--- config.mk ---
export PLATFORM = sky130hd
export DESIGN_NAME = cic_decimating_comb
export DESIGN_NICKNAME = d
export VERILOG_FILES = /design/src/rtl/cic_decimating_comb.sv
export SDC_FILE = /design/constraint.sdc
export NUM_CORES = 1
export LEC_CHECK = 0
export ABC_AREA = 1
export BUFFER_PORTS_ARGS = -buffer_cell sky130_fd_sc_hd__buf_2
export CAP_MARGIN = 40
export CELL_PAD_IN_SITES_DETAIL_PLACEMENT = 1
export CELL_PAD_IN_SITES_GLOBAL_PLACEMENT = 2
export CORE_ASPECT_RATIO = 1.1
export CORE_MARGIN = 3
export CORE_UTILIZATION = 38
export DETAILED_ROUTE_END_ITERATION = 12
export PLACE_DENSITY_LB_ADDON = 0.1
export SLEW_MARGIN = 25
export SYNTH_ARGS = -nofsm -noshare
export SYNTH_HDL_FRONTEND = slang
export SYNTH_SLANG_ARGS = --single-unit
--- constraint.sdc ---
create_clock -name clock -period 7.25 [get_ports clock]
set_input_delay 1.8125 -clock clock [delete_from_list [all_inputs] [get_ports clock]]
set_output_delay 1.8125 -clock clock [all_outputs]
set_load 0.02 [all_outputs]
--- src/rtl/cic_decimating_comb.sv ---
// cic_decimating_comb
// Decimator plus comb section of the receive-path CIC filter. It keeps one
// integrator sample in every R and runs the decimated stream through STAGES
// pipelined first-difference stages with differential delay 1. The result is
// truncated to OUTPUT_WIDTH and presented with a one-cycle strobe.
//
// Strobe semantics, input and output side alike: the data word is meaningful
// only in a cycle where its strobe is high. There is no back-pressure, so the
// block accepts every strobed sample and emits each result exactly once.
//
// Parameter limits: OUTPUT_WIDTH <= INPUT_WIDTH and 1 <= STAGES <= 8.

module cic_decimating_comb #(
    parameter int INPUT_WIDTH  = 16,
    parameter int OUTPUT_WIDTH = 16,
    parameter int STAGES       = 4,
    parameter int RATE_WIDTH   = 8
) (
    input  logic                    clock,
    input  logic                    reset,
    input  logic                    enable,
    input  logic [RATE_WIDTH-1:0]   rate,
    input  logic                    strobe_in,
    input  logic [INPUT_WIDTH-1:0]  d_in,
    output logic [OUTPUT_WIDTH-1:0] d_out,
    output logic                    strobe_out
);

    // ------------------------------------------------------------------
    // Decimation-rate handling
    // ------------------------------------------------------------------
    logic [RATE_WIDTH-1:0] rate_sat;     // rate with 0 mapped to 1
    logic [RATE_WIDTH-1:0] rate_q;       // rate in force for the current period
    logic                  rate_loaded;  // rate_q holds a valid value
    logic [RATE_WIDTH-1:0] rate_cur;     // rate used by the capture compare
    logic [RATE_WIDTH-1:0] count;
    logic                  capture;

    assign rate_sat = (rate == '0) ? RATE_WIDTH'(1) : rate;

    // On the first edge after reset rate_q has not been loaded yet, so the
    // compare uses the live (saturated) rate input for that one edge.
    assign rate_cur = rate_loaded ? rate_q : rate_sat;

    // A capture is the R-th strobed sample of the current period.
    assign capture = enable && strobe_in && (count == rate_cur - RATE_WIDTH'(1));

    // Rate latch: reloaded after reset, while disabled, and at each capture, so
    // a rate change never takes effect in the middle of a period.
    always_ff @(posedge clock or posedge reset) begin
        if (reset) begin
            rate_q      <= '0;
            rate_loaded <= 1'b0;
        end else if (!rate_loaded || !enable || capture) begin
            rate_q      <= rate_sat;
            rate_loaded <= 1'b1;
        end
    end

    // Decimation counter: advances only on strobed samples, restarts at a capture.
    always_ff @(posedge clock or posedge reset) begin
        if (reset) begin
            count <= '0;
        end else if (!enable) begin
            count <= '0;
        end else if (strobe_in) begin
            count <= capture ? '0 : count + RATE_WIDTH'(1);
        end
    end

    // ------------------------------------------------------------------
    // Decimation register (stage 0 of the pipeline)
    // ------------------------------------------------------------------
    logic [INPUT_WIDTH-1:0] dec_reg;
    logic                   v0;

    // Hold the captured sample and flag it valid for exactly one cycle.
    always_ff @(posedge clock or posedge reset) begin
        if (reset) begin
            dec_reg <= '0;
            v0      <= 1'b0;
        end else if (!enable) begin
            dec_reg <= '0;
            v0      <= 1'b0;
        end else begin
            v0 <= capture;
            if (capture) begin
                dec_reg <= d_in;
            end
        end
    end

    // ------------------------------------------------------------------
    // Comb chain
    // ------------------------------------------------------------------
    logic [INPUT_WIDTH-1:0] z_q     [STAGES];  // previous input of each stage
    logic [INPUT_WIDTH-1:0] c_q     [STAGES];  // difference output of each stage
    logic [STAGES-1:0]      v_q;               // stage output valid
    logic [INPUT_WIDTH-1:0] x_in    [STAGES];  // input word of each stage
    logic [STAGES-1:0]      x_valid;           // input valid of each stage

    // Wire each stage to its predecessor; stage 0 is fed by the decimator.
    always_comb begin
        x_in    = '{default: '0};
        x_valid = '0;
        x_in[0]    = dec_reg;
        x_valid[0] = v0;
        for (int k = 1; k < STAGES; k++) begin
            x_in[k]    = c_q[k-1];
            x_valid[k] = v_q[k-1];
        end
    end

    // Each stage forms x - z on a valid input and otherwise holds, so gaps in
    // the decimated stream travel through as bubbles. The subtraction wraps
    // modulo 2^INPUT_WIDTH on purpose: that wrap cancels integrator overflow.
    always_ff @(posedge clock or posedge reset) begin
        if (reset) begin
            v_q <= '0;
            for (int k = 0; k < STAGES; k++) begin
                z_q[k] <= '0;
                c_q[k] <= '0;
            end
        end else if (!enable) begin
            v_q <= '0;
            for (int k = 0; k < STAGES; k++) begin
                z_q[k] <= '0;
                c_q[k] <= '0;
            end
        end else begin
            v_q <= x_valid;
            for (int k = 0; k < STAGES; k++) begin
                if (x_valid[k]) begin
                    c_q[k] <= x_in[k] - z_q[k];
                    z_q[k] <= x_in[k];
                end
            end
        end
    end

    // ------------------------------------------------------------------
    // Output register
    // ------------------------------------------------------------------

    // Keep the top OUTPUT_WIDTH bits of the last stage (plain truncation) and
    // pulse strobe_out for one cycle per result.
    always_ff @(posedge clock or posedge reset) begin
        if (reset) begin
            d_out      <= '0;
            strobe_out <= 1'b0;
        end else if (!enable) begin
            d_out      <= '0;
            strobe_out <= 1'b0;
        end else begin
            strobe_out <= v_q[STAGES-1];
            if (v_q[STAGES-1]) begin
                d_out <= c_q[STAGES-1][INPUT_WIDTH-1 -: OUTPUT_WIDTH];
            end
        end
    end

endmodule

==> metrics.txt <==
static leakage=5.39 nW; clock root buffer master=clkbuf_16; Clock H-tree levels=4; unrepaired setup endpoints after global routing=no; Mapped Area=9990 sq um; Max IR drop VDD=0.109 mV; Placed Instance Area=10600 sq um; Crit. Startpoint=rate[1]; largest net degree at the start of global routing=60; chip height=176 um; FP Rows=61; drt drc=0; Max Clk Rate=258 MHz; CP required=7.56 ns; peak fanout along the critical path=27; Skew-Pair Late Insertion Delay=0.44 ns; area grow syn2layout=12.4%; clock buffer depth=2; die area=28300 sq um; Tot GR Track Use=19.7%; synthesized flop and latch total=183; number of global-route vias before repair=9017; busiest metal layer after global routing=met2; Worst R2R Start=rate_loaded; DRT Pass-1 Iters=4; DP Worst Slack=2.86 ns; Worst-Margin Slew=0.732 ns; worst min path class=register to register; Clock Pin Slew Worst Setup and Hold Paths=0.07 ns; # port buffers=44; Worst setup EP type=register; Reg-to-Reg End=dec_reg[0]; cells after synthesis=1237; antenna violations before repair=0; Async SR Flop Fraction=100%; I/O pin cnt=45; Post-Syn Area per Cell=8.07 sq um; Starting Density=39.1%; GR Util met1=25.8%; Num Clock Sinks=183; outcome=finished, final reports clean; final instance area=11200 sq um; post-CTS sizing=0; Post-CTS Setup Inserts=0; TritonCTS clock tree=yes; crit path DAT=4.19 ns; total power=2.08 mW; met2 Track Usage GR=34.6%; Worst Reg2Reg Path Length in Cells=13; crit path time final=3.88 ns; period utilization=53.5%; core area=25600 sq um; Final Hold Viols=0; Via density=5.04; first-pass GRT wire length=45.6 mm; clk_skew=0.0153 ns; dpl cells=1606; Top Registers=c_q x64, z_q x64; CP Launch Type=input pin; EDFF count, synth=0; post-route ant nets=0; Final Hold Slack=0.498 ns; die width=161 um; warnings from Yosys=0; Slew HR=51.2%; Setup TNS=0 ns; vias=8253; MaxCap Viol Count=0; post-synthesis sequential area ratio=45.9%; setup violators final=0; Setup crit end=dec_reg[0]; grt met3 use=2.63%; Final Util=43.9%; total routed wirelength=26.4 mm; 1st-iter DRT viols=377; ant diodes=0; Main synth FF type=dfrtp_1; DP Wirelength=20.1 mm; grt ovf=0; crit path kind=input pin to register; CTS Buf Count=17; non-filler cells, final=1638; layout cells sized above 1=8.28%; GPL Wtd Cong=0.790; nets=1373; Synth cell types=40; drt wl/cell=16.1 um; power per cell area=185 nW/um^2; Syn Nets=1331; internal reg-to-reg setup slack=3.94 ns; hold buffers post-CTS=0; setup ws final=3.37 ns; Pins Over Slew Limit=0
[cells in the final DEF, fill, tap and decap left out, drive strengths merged, types with 17 or more instances in the layout]
| master | synthesis | layout |
|---|---|---|
| o21ai | 140 | 140 |
| dfrtp | 183 | 183 |
| buf | 7 | 54 |
| o22ai | 76 | 76 |
| nor2 | 71 | 71 |
| a21oi | 78 | 78 |
| inv | 207 | 212 |
| ha | 62 | 62 |
| nand2 | 251 | 251 |
| nand3 | 66 | 66 |
| clkbuf | 24 | 17 |
[cells in the mapped netlist (3+ instances only)]
master	count	area, sq um
nand2_1	248	931
inv_1	204	766
dfrtp_1	183	4580
o21ai_0	137	686
a21oi_1	77	385
o22ai_1	76	475
nor2_1	68	255
nand3_1	64	320
ha_1	62	776
clkbuf_1	24	90.1
nand4_1	11	68.8
xor2_1	11	96.3
and2_1	7	43.8
xnor2_1	6	52.6
nor3_1	5	25.0
o2111ai_1	5	43.8
a21boi_0	4	30.0
fa_1	4	80.1
or2_2	4	25.0
buf_2	3	15.0
inv_2	3	11.3
nand2_2	3	18.8
nand3b_1	3	22.5
nor2_2	3	18.8
o31ai_1	3	22.5
[final cells by class]
| cell class | instances | area (sq um) |
|---|---|---|
| well taps | 346 | 433 |
| clock buffers | 17 | 425 |
| clock inverters | 15 | 161 |
| fillers | 3131 | 14300 |
| flip-flops and latches | 183 | 4580 |
| inverters | 209 | 793 |
| repair buffers | 54 | 349 |
| multi-input cells | 814 | 4490 |
[critical path, stage by stage]
cell and delay (ns):
buf_2 0.11, nor2_1 0.11, nand2_1 0.08, inv_1 0.05
nand2_1 0.04, nand3_1 0.11, nand2_2 0.13, ha_1 0.27
xnor2_1 0.21, inv_1 0.06, nand2_1 0.05, nand3_1 0.06
nor2_1 0.10, nand3_1 0.08, nor2_2 0.16, nand3_4 0.29
nand2_1 0.35, o21ai_1 0.09
[how the worst min path moves through the flow]
stage                     startpoint         to  slack (ns)  depth (start not counted)
after detailed placement     c_q[13]    c_q[13]        0.49                          2
after global routing         c_q[13]    c_q[13]        0.53                          2
final                        c_q[14]    c_q[14]        0.50                          2
after global placement       c_q[10]  d_out[10]        0.47                          2
after CTS                    z_q[16]    z_q[16]        0.51                          2
after floorplan              c_q[13]    c_q[13]        0.45                          2
[cells by family (layout without fill, tap and decap cells)]
kind of cell | after synthesis | in the layout | share of synthesized area, %
AO/OA/AOI/OAI | 308 | 308 | 16.9
other | 1 | 1 | 0.0376
buffers and inverters | 240 | 295 | 9.22
XOR/XNOR | 17 | 17 | 1.49
AND/OR/NAND/NOR | 422 | 422 | 17.9
flip-flops | 183 | 183 | 45.9
adder cells (fa/ha/maj) | 66 | 66 | 8.57
[routing by layer]
layer | part of all wire [%] | vias up
met2 | 49 | 74
li1 | - | 4147
met3 | 2.4 | 30
met5 | 0 | -
met1 | 47 | 4002
met4 | 1.2 | 0
[power breakdown]
part           leakage (nW)  internal [mW]  switching, mW  total [mW]
sequential             2.54           1.03        0.00646        1.03
combinational          2.57         0.0291         0.0751       0.104
clock                 0.283          0.488          0.451       0.939
Power figures use the tool's default switching activity.
